File: config.mk
export PLATFORM = sky130hd
export DESIGN_NAME = popcount_seq_ctrl
export DESIGN_NICKNAME = d
export VERILOG_FILES = /design/src/rtl/popcount_seq_ctrl.sv
export SDC_FILE = /design/constraint.sdc
export NUM_CORES = 1
export LEC_CHECK = 0
export CAP_MARGIN = 20
export CORE_MARGIN = 2
export CORE_UTILIZATION = 53
export CTS_CLUSTER_SIZE = 40
export DETAILED_ROUTE_END_ITERATION = 10
export GPL_TIMING_DRIVEN = 1
export PLACE_DENSITY = 0.81
export SYNTH_ARGS = -nofsm -noshare
export SYNTH_HDL_FRONTEND = slang
export SYNTH_SLANG_ARGS = --single-unit
File: constraint.sdc
create_clock -name clk -period 7.9 [get_ports clk]
set_clock_uncertainty 0.2 [all_clocks]
set_input_delay 1.58 -clock clk [delete_from_list [all_inputs] [get_ports clk]]
set_output_delay 1.58 -clock clk [all_outputs]
set_load 0.005 [all_outputs]
File: src/rtl/popcount_seq_ctrl.sv
// -----------------------------------------------------------------------------
// popcount_seq_ctrl
//
// Sequential population counter. A beat carries up to CHUNKS 14-bit chunks.
// The chunks of a captured beat are pushed one per cycle through a single
// shared 14-input popcount. Their counts are summed into a saturating
// accumulator. Beats are chained into one job until a beat flagged "last"
// completes. The job total is then held on out_count until it is consumed.
//
// Ports
//   clk        : clock; all state changes on its rising edge
//   reset_n    : asynchronous active-low reset
//   in_valid   : input beat offered
//   in_ready   : beat accepted this cycle (IDLE only, and not before the
//                first clock edge after reset release)
//   in_data    : packed chunks, chunk k = in_data[14k+13:14k]
//   in_len     : valid chunk count, 0 treated as 1, values above CHUNKS clamped
//   in_last    : beat closes the current job
//   out_valid  : job result presented (DONE state)
//   out_ready  : downstream takes the result
//   out_count  : saturated job population count (0 when out_valid=0)
//   busy       : FSM is not IDLE
// -----------------------------------------------------------------------------
module popcount_seq_ctrl #(
  parameter int CHUNKS = 4,
  parameter int ACC_W  = 10
) (
  input  logic                  clk,
  input  logic                  reset_n,
  input  logic                  in_valid,
  output logic                  in_ready,
  input  logic [14*CHUNKS-1:0]  in_data,
  input  logic [2:0]            in_len,
  input  logic                  in_last,
  output logic                  out_valid,
  input  logic                  out_ready,
  output logic [ACC_W-1:0]      out_count,
  output logic                  busy
);

  typedef enum logic [1:0] {
    IDLE  = 2'd0,
    COUNT = 2'd1,
    DONE  = 2'd2
  } state_e;

  state_e                state_q, state_d;
  logic [14*CHUNKS-1:0]  data_q,  data_d;
  logic [2:0]            len_q,   len_d;
  logic [2:0]            idx_q,   idx_d;
  logic                  last_q,  last_d;
  logic [ACC_W-1:0]      acc_q,   acc_d;
  // Held low through reset and for the cycle before the first clock edge
  // after release, so no beat is taken while the block is still settling.
  logic                  armed_q, armed_d;

  logic [13:0]           chunk_sel;
  logic [3:0]            chunk_ones;
  logic [ACC_W:0]        sum_wide;
  logic [ACC_W-1:0]      acc_sat;
  logic [2:0]            len_eff;

  // The one and only popcount datapath; every chunk goes through it.
  function automatic logic [3:0] popcount14(input logic [13:0] v);
    logic [3:0] c;
    c = 4'd0;
    for (int b = 0; b < 14; b++) begin
      c = c + {3'b000, v[b]};
    end
    return c;
  endfunction

  // Select the chunk addressed by the running index from the captured beat.
  always_comb begin
    chunk_sel = 14'd0;
    for (int k = 0; k < CHUNKS; k++) begin
      if (idx_q == 3'(k)) begin
        chunk_sel = data_q[14*k +: 14];
      end
    end
  end

  assign chunk_ones = popcount14(chunk_sel);

  // One extra bit catches the carry out; any carry means the true sum is
  // beyond the accumulator range, so pin it at all ones.
  assign sum_wide = {1'b0, acc_q} + {{(ACC_W-3){1'b0}}, chunk_ones};
  assign acc_sat  = sum_wide[ACC_W] ? {ACC_W{1'b1}} : sum_wide[ACC_W-1:0];

  // Normalise the offered length: 0 means one chunk, oversize is clamped.
  always_comb begin
    len_eff = in_len;
    if (in_len == 3'd0) begin
      len_eff = 3'd1;
    end else if ({29'd0, in_len} > CHUNKS) begin
      len_eff = 3'(CHUNKS);
    end
  end

  // Next-state and output logic.
  always_comb begin
    state_d   = state_q;
    data_d    = data_q;
    len_d     = len_q;
    idx_d     = idx_q;
    last_d    = last_q;
    acc_d     = acc_q;
    armed_d   = 1'b1;
    in_ready  = 1'b0;
    out_valid = 1'b0;
    out_count = '0;

    case (state_q)
      IDLE: begin
        in_ready = armed_q;
        if (in_valid && armed_q) begin
          data_d  = in_data;
          len_d   = len_eff;
          last_d  = in_last;
          idx_d   = 3'd0;
          state_d = COUNT;
        end
      end

      COUNT: begin
        acc_d = acc_sat;
        idx_d = idx_q + 3'd1;
        // The index never passes len_q-1, so chunks beyond the captured
        // length are never fed to the adder.
        if (idx_q == len_q - 3'd1) begin
          state_d = last_q ? DONE : IDLE;
        end
      end

      DONE: begin
        out_valid = 1'b1;
        out_count = acc_q;
        if (out_ready) begin
          acc_d   = '0;
          state_d = IDLE;
        end
      end

      default: begin
        state_d = IDLE;
      end
    endcase
  end

  assign busy = (state_q != IDLE);

  always_ff @(posedge clk or negedge reset_n) begin
    if (!reset_n) begin
      state_q <= IDLE;
      data_q  <= '0;
      len_q   <= 3'd0;
      idx_q   <= 3'd0;
      last_q  <= 1'b0;
      acc_q   <= '0;
      armed_q <= 1'b0;
    end else begin
      state_q <= state_d;
      data_q  <= data_d;
      len_q   <= len_d;
      idx_q   <= idx_d;
      last_q  <= last_d;
      acc_q   <= acc_d;
      armed_q <= armed_d;
    end
  end

endmodule

==> results by stage, run 1 <==
Status:
- The run finished with clean final reports.

STA:
- The headroom to the max-slew limit is 33.0%.
- The count of endpoints failing hold in the final timing report was 0.
- Setup repair after global routing left no endpoint under its margin.
- The final critical-path required period is around 6 ns.
- The final clock period utilization by the worst path is between 70% and 80%.
- The max-slew violation count is 0.
- The number of failing setup endpoints in the final timing report is 0.
- At the pin with the least slew margin, the transition time is 1.01 ns.
- The setup TNS after final layout is 0 ns.
- For this run, the top clock speed supported by timing is 164 MHz.
- The smallest hold slack is 0.286 ns.

Worst setup path:
- The launching element type of the critical path is a flop.
- The number of buffers and inverters on the critical path is 1.
- For the worst setup path, the data arrival time is 6.17 ns.
- The endpoint type of the worst setup path is a flop.
- Broken down by cell family, the worst path's largest delay share belongs to adder cells.
- The slowest stage of the critical path belongs to the cell sky130_fd_sc_hd__nor2_1.
- The highest cell delay on the worst timing path is around 0.67 ns.
- The path type of the worst setup path is flop to flop.
- The required time at the endpoint of the critical path is 7.96 ns.
- The slack of the worst reg-to-reg path is 1.79 ns.
- Of all nets on the critical path, the largest fanout is 15.
- The most frequent cell on the critical path is sky130_fd_sc_hd__fa_1.
- The critical path goes through ha_1 -> ha_1 -> nor2_1 -> a22o_1 -> fa_1 -> fa_1 -> fa_1 -> inv_1 -> fa_1 -> fa_1 -> fa_1 -> nand2b_2 -> a21oi_4 -> a21o_4 -> a41oi_2 -> a311oi_2.

Logic synthesis:
- The cell area after synthesis is 4110 µm².
- Of all flip-flops after synthesis, the portion carrying an async set or reset was 100%.
- The distinct cell type count of the synthesized netlist is 43.
- Each instance of the synthesized netlist takes up on average 8.47 µm².
- Summing the sequential cell areas from Yosys gives 46.3% of the chip area.
- In this run, synthesis produced a sequential element count of 76.
- The post-synthesis cell count is 485.
- Among all flip-flop cells after synthesis, the most frequent one is sky130_fd_sc_hd__dfrtp_1.
- The count of warnings emitted by yosys is 0.
- When the netlist entered floorplanning its net count stood at 573.
- In this run, synthesis inferred 0 flip-flops with an integrated enable.

Global route:
- The met3 usage is 3.12%.
- The final global-route overflow total is 0.
- Entering global routing, the biggest net connects a little under 80 pins.
- For met1 alone, demand over resource in global routing was 30.5%.
- Global routing used 38.5% of the available met2 tracks.
- The layer carrying the most global-route usage is met2.
- The total track usage is 23.3%.
- The first-pass GRT wire length is 15,500 µm.
- The number of global-route vias before repair was 3,400.
- The initial antenna violation count is 0.

Placed design:
- The count of port buffers added during placement is 76.
- The last weighted congestion value of the routability-driven placer is 0.853.
- The final HPWL from detailed placement is 6580 µm.

Cells and area:
- The share of cells above drive strength 1 is 5.97%.
- From synthesis to final layout, the design area changed by 23.8%.
- The utilization of the core after routing is 66.8%.
- The number of inserted diodes is 0.
- The number of nets in the layout is about 640.

Drt:
- The DRC violations left is 0.
- The via-per-instance ratio is 5.17.
- The number of detailed-routing iterations run before antenna repair is 4.
- The routed design has between 9000 and 10,000 µm of wire.
- The via count is about 3,400.
- The detailed router finished its first iteration with between 150 and 200 violations.
- The average detailed-routed wire length per instance is between 10 and 15 µm.
- Once detail routing completed, the nets flagged for antenna violations numbered 0.

Die:
- From left edge to right edge, the die measures 92.0 µm.
- In this run the core area contains 32 standard-cell rows.
- The core region is 7610 µm².
- The die is 92.0 µm tall.
- The number of top-level design ports is 77.
- The die covers 8470 µm².
- The effective utilization at floorplan is 54.0%.

Clock tree:
- The number of gates resized after CTS was 0.
- TritonCTS built the clock tree.
- The clock latency on the worst-skew pair is 0.35 ns.
- The clock sink total is 76.
- The deepest clock path buffer count is 2.
- Buffers added to address setup during post-CTS repair amount to 0.
- After clock tree synthesis, the clock-pin slew on the worst setup and hold paths is 0.08 ns.
- The hold buffer count at cts is 0.
- TritonCTS created 9 clock buffers.
- The H-tree was split into 3 levels.
- The buffer type at the clock tree root is sky130_fd_sc_hd__clkbuf_8.

Pwr:
- Dividing total power by cell area gives a power density of 504 nW/µm².
- The fraction of power spent switching nets is 45.4%.
- Across the VDD grid, the largest voltage drop is 0.311 mV.
- The net switching power is 0.00116 W.
- The clock group share of total power is 10.5%.
- The static leakage is between 2 and 2.5 nW.
- The part of the total power dissipated in sequential elements is 27.9%.
- The internal power is ~0.0014 W.
- The combinational group share of total power is around three fifths.

Run:
- The reported max-cap violation count is 0.

Hold path:
- The worst hold path belongs to the class flop to flop.
power groups by stage:
stage                     sequential [W]  combinational (W)  clock [W]
after floorplan                 0.000667            0.00127          0
after global placement          0.000716            0.00150          0
after detailed placement        0.000718            0.00156          0
after CTS                       0.000714            0.00157   0.000272
after global routing            0.000737            0.00183   0.000289
final                           0.000715            0.00157   0.000270
area by class of cell:
type,instances,area [µm²]
clock buffer,11,151
clock inverter,4,25.0
fill,638,2520
inverter,13,48.8
multi-input combinational,370,2040
sequential,76,1900
tap,102,128
timing repair buffer,79,791
metal layers:
| layer | part of all wire (%) | vias to the layer above |
|---|---|---|
| met5 | 0 | - |
| met4 | 2.6 | 0 |
| met3 | 4.4 | 18 |
| met2 | 49 | 93 |
| met1 | 44 | 1580 |
| li1 | - | 1694 |
cells in the final DEF (no fill, tap or decap), types with 2 or more instances in the layout:
cell type / instances
sky130_fd_sc_hd__nand2_1: 207
sky130_fd_sc_hd__clkdlybuf4s50_1: 75
sky130_fd_sc_hd__a31oi_1: 2
sky130_fd_sc_hd__o21ai_0: 15
sky130_fd_sc_hd__a22oi_1: 9
sky130_fd_sc_hd__buf_4: 2
sky130_fd_sc_hd__clkinvlp_4: 2
sky130_fd_sc_hd__clkbuf_8: 11
sky130_fd_sc_hd__dfrtp_1: 76
sky130_fd_sc_hd__xnor2_1: 5
sky130_fd_sc_hd__nor2b_1: 2
sky130_fd_sc_hd__nor2_1: 21
sky130_fd_sc_hd__a21oi_1: 17
sky130_fd_sc_hd__a22o_1: 10
sky130_fd_sc_hd__ha_1: 14
sky130_fd_sc_hd__nand2b_1: 3
sky130_fd_sc_hd__clkinv_2: 2
sky130_fd_sc_hd__inv_1: 13
sky130_fd_sc_hd__nand3_1: 5
sky130_fd_sc_hd__and2_1: 12
sky130_fd_sc_hd__o21ai_1: 11
sky130_fd_sc_hd__fa_1: 10
sky130_fd_sc_hd__o211ai_1: 3
final timing paths:
check	to	depth (start not counted)	start
worst max register to register	acc_q[8]$_DFFE_PN0P_	16	idx_q[0]$_DFFE_PN0P_
worst max-delay path	acc_q[8]$_DFFE_PN0P_	16	idx_q[0]$_DFFE_PN0P_
max in group asynchronous	data_q[12]$_DFFE_PN0P_	2	reset_n
min in group asynchronous	acc_q[8]$_DFFE_PN0P_	2	reset_n
worst min-delay path	data_q[21]$_DFFE_PN0P_	2	data_q[21]$_DFFE_PN0P_
worst min register to register	data_q[21]$_DFFE_PN0P_	2	data_q[21]$_DFFE_PN0P_
metrics by stage:
step	area (µm²)	setup slack (ns)	cells	power (W)
2_1_floorplan	4110	2.32	485	0.00193
3_3_place_gp	4880	1.95	638	0.00221
3_5_place_dp	4880	1.75	638	0.00228
4_1_cts	5060	1.76	653	0.00256
5_1_grt	5080	1.43	655	0.00286
6_report	5080	1.79	655	0.00256
registers in the layout, indices dropped and copies added, names as in the netlist:
register and count:
acc_q 10, armed_q 1, data_q 56, idx_q 3, last_q 1, len_q 3, state_q 2
tightest hold or removal path, stage by stage (launching register included):
cell and delay, ns:
sky130_fd_sc_hd__dfrtp_1 0.35, sky130_fd_sc_hd__nand2_1 0.05, sky130_fd_sc_hd__nand2_1 0.06
cells in the mapped netlist (2+ instances only):
cell	instances	share of area (%)
sky130_fd_sc_hd__and2_1	12	1.8
sky130_fd_sc_hd__ha_1	14	4.3
sky130_fd_sc_hd__o21ai_1	11	1.3
sky130_fd_sc_hd__o21ai_0	15	1.8
sky130_fd_sc_hd__o211ai_1	3	0.55
sky130_fd_sc_hd__a31oi_1	2	0.30
sky130_fd_sc_hd__nand2_1	208	19
sky130_fd_sc_hd__a21oi_1	17	2.1
sky130_fd_sc_hd__nand2b_1	3	0.46
sky130_fd_sc_hd__nor2_1	21	1.9
sky130_fd_sc_hd__inv_1	13	1.2
sky130_fd_sc_hd__nand3_1	5	0.61
sky130_fd_sc_hd__fa_1	10	4.9
sky130_fd_sc_hd__a22oi_1	9	1.6
sky130_fd_sc_hd__clkbuf_1	7	0.64
sky130_fd_sc_hd__xnor2_1	5	1.1
sky130_fd_sc_hd__buf_2	19	2.3
sky130_fd_sc_hd__nor2b_1	2	0.30
sky130_fd_sc_hd__dfrtp_1	76	46
sky130_fd_sc_hd__a22o_1	10	2.1
kinds of logic after synthesis:
logic type      after synthesis  share of synthesized area (%)
simple gates                263                           26.6
compound gates               77                           12.6
flops                        76                           46.3
buf+inv                      39                           4.14
fa+ha+maj                    24                           9.14
xor+xnor                      5                           1.07
other cells                   1                         0.0913
Power figures use the tool's default switching activity.
==> run 2, diff against run 1 <==
--- a/config.mk
+++ b/config.mk
@@ -7,11 +7,11 @@
 export LEC_CHECK = 0
 export CAP_MARGIN = 20
 export CORE_MARGIN = 2
-export CORE_UTILIZATION = 53
+export CORE_UTILIZATION = 47
 export CTS_CLUSTER_SIZE = 40
 export DETAILED_ROUTE_END_ITERATION = 10
 export GPL_TIMING_DRIVEN = 1
-export PLACE_DENSITY = 0.81
+export PLACE_DENSITY = 0.76
 export SYNTH_ARGS = -nofsm -noshare
 export SYNTH_HDL_FRONTEND = slang
 export SYNTH_SLANG_ARGS = --single-unit
==> constraint.sdc (replaced) <==
create_clock -name clk -period 5.25 [get_ports clk]
set_clock_uncertainty 0.2 [all_clocks]
set_input_delay 1.05 -clock clk [delete_from_list [all_inputs] [get_ports clk]]
set_output_delay 1.05 -clock clk [all_outputs]
set_load 0.005 [all_outputs]
==> run 2 against run 1 <==
Against the previous run: cell count increased by 4.1%; combinational power increased by 73%; worst setup slack got worse by 1.7 ns; highest routed layer unchanged.
==> results by stage, run 2 (synthesis gave the netlist of run 1 again) <==
Pwr:
- The net switching power was 0.00191 W (was 0.00116 W).
- The peak supply drop is 0.524 mV (was 0.311 mV).
- The combinational group share of total power was 62.4% (was 61.5%).
- The fraction of power spent switching nets is 43.9% (was 45.4%).
- The sum of internal, switching and leakage power is 0.00435 W (was 0.00256 W).
- The part of the total power dissipated in sequential elements is 24.8% (was 27.9%).
- The internal power is 0.00244 W (was 0.00140 W).
- The static leakage is 2.58 nW (was 2.45 nW).
- The clock group share of total power was 12.7% (was 10.5%).
- The power per standard cell area is 796 nW/µm² (was 504 nW/µm²).

STA:
- The max-slew violation count is 0 (unchanged).
- The final critical-path required period is 5.12 ns (was 6.11 ns).
- The number of failing setup endpoints in the final timing report is 0 (unchanged).
- The maximum clock rate is 195 MHz (was 164 MHz).
- The final clock period utilization by the worst path is 97.5% (was 77.3%).
- The headroom to the max-slew limit is 31.1% (was 33.0%).
- The smallest hold slack is 0.283 ns (was 0.286 ns).
- RSZ-0062 raised after global routing: yes (was no).
- The pin slew with the least headroom to its limit came to 1.03 ns (was 1.01 ns).
- The count of endpoints failing hold in the final timing report was 0 (unchanged).

Die:
- The number of top-level design ports was 77 (unchanged).
- The height of the chip is 97.5 µm (was 92.0 µm).
- The die boundary width came to 97.5 µm (was 92.0 µm).
- The effective utilization at floorplan is 47.8% (was 54.0%).
- The number of placement rows came to 34 (was 32).
- The floorplan die area was 9500 µm² (was 8470 µm²).
- The area inside the core boundary is 8590 µm² (was 7610 µm²).

Clock tree:
- The total number of H-tree levels was 3 (unchanged).
- The CTS tree is done (unchanged).
- The clock sink total was 76 (unchanged).
- The buffer type at the clock tree root is sky130_fd_sc_hd__clkbuf_8 (unchanged).
- The deepest clock path buffer count is 2 (unchanged).
- The clock latency on the worst-skew pair was 0.35 ns (about the same).
- The clock buffer count from CTS came to 9 (unchanged).
- The clock transition at the register clock pins on the worst setup and hold paths after CTS is 0.08 ns (about the same).

Global route:
- The total track usage was 21.8% (was 23.3%).
- The maximum number of pins on one net before global-route repair was 64 (was 77).
- The met2 track demand over resource in global routing is 38.0% (was 38.5%).
- The first-pass GRT wire length was 16,800 µm (was 15,500 µm).
- The number of global-route vias before repair is 3,585 (was 3,400).
- The met1 usage is 27.6% (was 30.5%).
- The final global-route overflow total came to 0 (unchanged).
- The layer carrying the most global-route usage is met2 (unchanged).
- The met3 usage is 4.24% (was 3.12%).
- The initial antenna violation count is 0 (unchanged).

Worst setup path:
- The worst flop-to-flop path startpoint is idx_q[1]$_DFFE_PN0P_ (was idx_q[0]$_DFFE_PN0P_).
- The path depth of the worst reg2reg path came to 19 (was 16).
- The endpoint type of the worst setup path is a flop (unchanged).
- The peak fanout along the critical path came to 6 (was 15).
- The launching element type of the critical path is a flop (unchanged).
- The required time at the endpoint of the critical path is 5.32 ns (was 7.96 ns).
- The first element of the critical path is idx_q[1]$_DFFE_PN0P_ (was idx_q[0]$_DFFE_PN0P_).
- The data arrival time of the worst path is 5.19 ns (was 6.17 ns).
- The path type of the worst setup path is flop to flop (unchanged).
- The slack of the worst reg-to-reg path is 0.13 ns (was 1.79 ns).
- The destination of the worst register-to-register timing path was acc_q[8]$_DFFE_PN0P_ (unchanged).

Drt:
- The remaining antenna violation count is 0 (unchanged).
- The detailed router's first-iteration violation count is 175 (was 177).
- The via-per-instance ratio is 5.16 (was 5.17).
- The average detailed-routed wire length per instance came to 14.8 µm (was 14.0 µm).
- The via count is 3,521 (was 3,385).
- The total routed wirelength is 10,100 µm (was 9150 µm).
- The DRC violations left is 0 (unchanged).
- The number of detailed-routing iterations run before antenna repair was 4 (unchanged).

Placed design:
- The last weighted congestion value of the routability-driven placer is 0.882 (was 0.853).
- The count of port buffers added during placement is 76 (unchanged).
- The cell count after placement came to 658 (was 638).
- The standard cell area after detailed placement is 5000 µm² (was 4880 µm²).
- The final HPWL from detailed placement was 7090 µm (was 6580 µm).

Hold path:
- The hold-critical path depth came to 2 (unchanged).
- The worst min-delay path startpoint is data_q[19]$_DFFE_PN0P_ (was data_q[21]$_DFFE_PN0P_).
- The worst min-delay path endpoint is data_q[19]$_DFFE_PN0P_ (was data_q[21]$_DFFE_PN0P_).
- The class of the worst hold path was flop to flop (unchanged).

Cells and area:
- The area growth from synthesis to layout was 33.1% (was 23.8%).
- The cell area after layout is 5470 µm² (was 5080 µm²).
- Most frequent cells in the layout: 205 x sky130_fd_sc_hd__nand2_1, 75 x sky130_fd_sc_hd__dfrtp_1, 75 x sky130_fd_sc_hd__clkdlybuf4s50_1 (was 207 x sky130_fd_sc_hd__nand2_1, 76 x sky130_fd_sc_hd__dfrtp_1, 75 x sky130_fd_sc_hd__clkdlybuf4s50_1).
- The share of cells above drive strength 1 was 13.2% (was 5.97%).
- The utilization of the core after routing is 63.6% (was 66.8%).
- The number of non-filler instances in the completed layout is 682 (was 655).
- The number of inserted diodes was 0 (unchanged).
- The number of fillers in the final layout is 743 (was 638).
- The number of nets in the layout came to 657 (was 637).
- The most common cell after layout, fill and taps aside was sky130_fd_sc_hd__nand2_1 (unchanged).
- Biggest regs: data_q x56, acc_q x10 (unchanged).
- The flip-flop count of the largest register after layout was 56 (unchanged).
- The register with the most flip-flops was data_q (unchanged).

Run:
- The reported max-cap violation count is 0 (unchanged).

Status:
- Result of the run: finished clean (unchanged).
## run 2: cell types whose count changed in the layout (fill, tap and decap cells not counted), sizes merged
cell	delta
buf	+20
inv	+2
bufinv	+3
clkbuf	-2
clkinv	-2
## run 2: metal layers
layer	wire, µm	part of all wire (%)
met4	226	2.2
met1	4440	44
met3	369	3.7
met2	5050	50
met5	0	0
## run 2: how the worst max path moves through the flow
stage | slack, ns | end | depth (start not counted)
5_1_grt | -0.06 | acc_q[6]$_DFFE_PN0P_ | 20
2_1_floorplan | 0.005 | acc_q[8]$_DFFE_PN0P_ | 19
3_3_place_gp | 0.02 | acc_q[8]$_DFFE_PN0P_ | 18
4_1_cts | 0.001 | acc_q[8]$_DFFE_PN0P_ | 17
6_report | 0.13 | acc_q[8]$_DFFE_PN0P_ | 19
3_5_place_dp | -0.13 | acc_q[0]$_DFFE_PN0P_ | 18
## run 2: layout make-up
class	instances	area, µm²	area share, %
clock buffer	9	124	2.27
clock inverter	7	123	2.24
inverter	13	51.3	0.938
multi-input combinational	370	2170	39.7
sequential	76	1900	34.8
tap	108	135	2.47
timing repair buffer	99	960	17.6
## run 2: what timing repair did
| item | CTS | global route |
|---|---|---|
| gates resized for setup | 11 | 30 |
| pin swaps | 5 | 21 |
| buffers inserted | 1 | 5 |
| hold buffers | 0 | 0 |
| endpoints found under the setup margin | 10 | 10 |
## run 2: worst max-delay path, cell delays in order, from the launching register on
cell	delay, ns
sky130_fd_sc_hd__dfrtp_1	0.39
sky130_fd_sc_hd__inv_2	0.11
sky130_fd_sc_hd__ha_4	0.19
sky130_fd_sc_hd__buf_6	0.14
sky130_fd_sc_hd__nor2_4	0.04
sky130_fd_sc_hd__a21oi_2	0.11
sky130_fd_sc_hd__o21ai_1	0.09
sky130_fd_sc_hd__a22o_1	0.21
sky130_fd_sc_hd__fa_1	0.53
sky130_fd_sc_hd__fa_1	0.44
sky130_fd_sc_hd__fa_1	0.49
sky130_fd_sc_hd__inv_1	0.05
sky130_fd_sc_hd__fa_1	0.48
sky130_fd_sc_hd__fa_2	0.39
sky130_fd_sc_hd__fa_2	0.35
sky130_fd_sc_hd__nand2b_4	0.16
sky130_fd_sc_hd__a21oi_4	0.14
sky130_fd_sc_hd__a21o_4	0.17
sky130_fd_sc_hd__a41oi_2	0.13
sky130_fd_sc_hd__a311oi_2	0.21
## run 2: through the flow
step | worst slack [ns] | setup TNS [ns]
5_1_grt | -0.0639 | -0.240
2_1_floorplan | 0.00465 | 0
3_5_place_dp | -0.126 | -0.496
3_3_place_gp | 0.0167 | 0
6_report | 0.131 | 0
4_1_cts | 0.00129 | 0
## run 2: power by group through the flow
stage | Clock (W) | Sequential [W] | Combinational [W]
after detailed placement | 0 | 0.00107 | 0.00253
after global placement | 0 | 0.00106 | 0.00240
after CTS | 0.000563 | 0.00107 | 0.00260
final | 0.000555 | 0.00108 | 0.00272
after floorplan | 0 | 0.00100 | 0.00196
after global routing | 0.000582 | 0.00111 | 0.00312
==> run 3, diff against run 2 <==
--- a/config.mk
+++ b/config.mk
@@ -12,6 +12,7 @@
 export DETAILED_ROUTE_END_ITERATION = 10
 export GPL_TIMING_DRIVEN = 1
 export PLACE_DENSITY = 0.76
+export SLEW_MARGIN = 20
 export SYNTH_ARGS = -nofsm -noshare
 export SYNTH_HDL_FRONTEND = slang
 export SYNTH_SLANG_ARGS = --single-unit
==> run 3 against run 2 <==
Against the previous run: register-to-register slack worse by 0.02 ns; fmax is 0.40% lower; worst setup slack worse by 0.021 ns; largest power group unchanged; largest cell class unchanged; wire length is 0.32% lower; first-iteration DRC count is 18% lower; sequential cell count stayed put; design area is 0.57% lower.
==> results by stage, run 3 (synthesis gave the netlist of run 1 again) <==
Cells and area:
- The register with the most flip-flops was data_q (unchanged).
- The flip-flop count of the largest register after layout is 56 (unchanged).
- The area growth from synthesis to layout is 32.4% (was 33.1%).
- The number of nets in the layout is 654 (was 657).
- The number of fillers in the final layout was 747 (was 743).
- The most common cell after layout, fill and taps aside is sky130_fd_sc_hd__nand2_1 (unchanged).
- Most frequent cells in the layout: 205 x sky130_fd_sc_hd__nand2_1, 75 x sky130_fd_sc_hd__dfrtp_1, 75 x sky130_fd_sc_hd__clkdlybuf4s50_1 (unchanged).
- The number of inserted diodes was 0 (unchanged).
- The share of cells above drive strength 1 is 13.0% (was 13.2%).
- Biggest regs: data_q x56, acc_q x10 (unchanged).

Drt:
- The number of detailed-routing iterations run before antenna repair is 4 (unchanged).
- The remaining antenna violation count is 0 (unchanged).
- The total routed wirelength is 10,100 µm (about the same).
- The detailed router's first-iteration violation count is 143 (was 175).
- The average detailed-routed wire length per instance is 14.8 µm (about the same).
- The via-per-instance ratio is 5.19 (was 5.16).
- The via count is 3,524 (was 3,521).
- The DRC violations left came to 0 (unchanged).

Worst setup path:
- The required time at the endpoint of the critical path is 5.30 ns (was 5.32 ns).
- The data arrival time of the worst path is 5.19 ns (about the same).
- The peak fanout along the critical path is 6 (unchanged).
- The endpoint type of the worst setup path is a flop (unchanged).
- The launching element type of the critical path is a flop (unchanged).
- The path type of the worst setup path is flop to flop (unchanged).

Status:
- Result of the run: finished clean (unchanged).

STA:
- The final clock period utilization by the worst path came to 97.9% (was 97.5%).
- The final critical-path required period is 5.14 ns (was 5.12 ns).
- The maximum clock rate is 195 MHz (about the same).
- The pin slew with the least headroom to its limit is 1.03 ns (about the same).
- The max-slew violation count is 0 (unchanged).
- RSZ-0062 raised after global routing: yes (unchanged).
- The smallest hold slack is 0.282 ns (was 0.283 ns).
- The number of failing setup endpoints in the final timing report is 0 (unchanged).
- The count of endpoints failing hold in the final timing report came to 0 (unchanged).
- The headroom to the max-slew limit is 31.1% (about the same).

Global route:
- The maximum number of pins on one net before global-route repair is 64 (unchanged).
- The number of global-route vias before repair is 3,585 (unchanged).
- The initial antenna violation count is 0 (unchanged).
- The total track usage is 21.8% (unchanged).
- The final global-route overflow total was 0 (unchanged).
- The first-pass GRT wire length is 16,800 µm (unchanged).

Pwr:
- The power per standard cell area came to 796 nW/µm² (about the same).
- The sum of internal, switching and leakage power is 0.00433 W (was 0.00435 W).
- The static leakage is 2.56 nW (was 2.58 nW).
- The peak supply drop is 0.523 mV (was 0.524 mV).

Die:
- The height of the chip is 97.5 µm (unchanged).
- The floorplan die area was 9500 µm² (unchanged).
- The effective utilization at floorplan is 47.8% (unchanged).
- The area inside the core boundary came to 8590 µm² (unchanged).
- The die boundary width was 97.5 µm (unchanged).
- The number of top-level design ports is 77 (unchanged).
- The number of placement rows was 34 (unchanged).

Clock tree:
- The clock latency on the worst-skew pair is 0.36 ns (was 0.35 ns).
- The buffer type at the clock tree root is sky130_fd_sc_hd__clkbuf_8 (unchanged).
- The clock transition at the register clock pins on the worst setup and hold paths after CTS was 0.09 ns (was 0.08 ns).
- The deepest clock path buffer count was 2 (unchanged).
- The CTS tree was done (unchanged).
- The hold buffer count at cts is 0 (unchanged).
- The clock sink total is 76 (unchanged).
- The clock buffer count from CTS came to 9 (unchanged).
- The total number of H-tree levels is 3 (unchanged).

Placed design:
- The final HPWL from detailed placement is 7090 µm (unchanged).
- The count of port buffers added during placement came to 76 (unchanged).
- The last weighted congestion value of the routability-driven placer is 0.882 (unchanged).

Run:
- The reported max-cap violation count was 0 (unchanged).

Hold path:
- The class of the worst hold path was flop to flop (unchanged).
==> run 3: layout make-up <==
type / instances / area [µm²] / share of cell area (%)
multi-input cells: 370 / 2180 / 40.1
flip-flops and latches: 76 / 1900 / 35.0
repair buffers: 96 / 921 / 16.9
well taps: 108 / 135 / 2.49
clock buffers: 9 / 124 / 2.28
clock inverters: 7 / 123 / 2.26
inverters: 13 / 51.3 / 0.944
==> run 3: per-stage QoR <==
stage	area (µm²)	TNS (ns)	instances	util (%)	setup slack [ns]
3_3_place_gp	5000	0	658	58.2	0.0167
2_1_floorplan	4150	0	485	-	0.00465
6_report	5440	0	679	63.2	0.110
4_1_cts	5320	0	675	61.9	0.00129
5_1_grt	5440	-0.342	679	63.2	-0.0937
3_5_place_dp	5000	-0.496	658	58.2	-0.126
==> run 3: worst max-delay path, stage by stage, from the launching register on <==
cell and delay (ns):
sky130_fd_sc_hd__dfrtp_1 0.39, sky130_fd_sc_hd__inv_2 0.11, sky130_fd_sc_hd__ha_4 0.19, sky130_fd_sc_hd__buf_6 0.14, sky130_fd_sc_hd__nor2_4 0.04, sky130_fd_sc_hd__a21oi_2 0.11
sky130_fd_sc_hd__o21ai_1 0.09, sky130_fd_sc_hd__a22o_1 0.21, sky130_fd_sc_hd__fa_1 0.53, sky130_fd_sc_hd__fa_1 0.44, sky130_fd_sc_hd__fa_1 0.49, sky130_fd_sc_hd__inv_1 0.05
sky130_fd_sc_hd__fa_1 0.48, sky130_fd_sc_hd__fa_2 0.39, sky130_fd_sc_hd__fa_2 0.35, sky130_fd_sc_hd__nand2b_4 0.16, sky130_fd_sc_hd__a21oi_4 0.14, sky130_fd_sc_hd__buf_4 0.13
sky130_fd_sc_hd__nor4_1 0.04, sky130_fd_sc_hd__a311oi_1 0.32
==> run 3: final timing paths <==
kind	startpoint	to	slack, ns	cells after the start
setup / recovery	idx_q[1]$_DFFE_PN0P_	acc_q[9]$_DFFE_PN0P_	0.11	19
hold / removal	data_q[19]$_DFFE_PN0P_	data_q[19]$_DFFE_PN0P_	0.28	2
setup reg to reg	idx_q[1]$_DFFE_PN0P_	acc_q[9]$_DFFE_PN0P_	0.11	19
hold reg to reg	data_q[19]$_DFFE_PN0P_	data_q[19]$_DFFE_PN0P_	0.28	2
max in group asynchronous	reset_n	idx_q[0]$_DFFE_PN0P_	3.24	2
min in group asynchronous	reset_n	acc_q[8]$_DFFE_PN0P_	0.56	1
==> run 3: what timing repair did <==
action,4_1_cts,5_1_grt
hold endpoints to repair,0,0
setup endpoints to repair,10,10
pin swaps,5,20
buffers inserted,1,4
resized for setup,11,29
==> run 3: per-layer routing <==
metal	share of wire (%)	GRT usage (%)	vias to the layer above
li1	-	-	1740
met1	43	27.6	1690
met2	51	38.0	79
met5	0	0	-
met4	2.1	6.73	0
met3	3.6	4.24	15
==> run 3: where the power goes <==
group | internal (W) | total [W] | leakage [nW] | switching [W]
Sequential | 0.000870 | 0.00108 | 0.937 | 0.000209
Combinational | 0.00124 | 0.00269 | 1.51 | 0.00146
Clock | 0.000319 | 0.000555 | 0.116 | 0.000236
Total | 0.00242 | 0.00433 | 2.56 | 0.00190
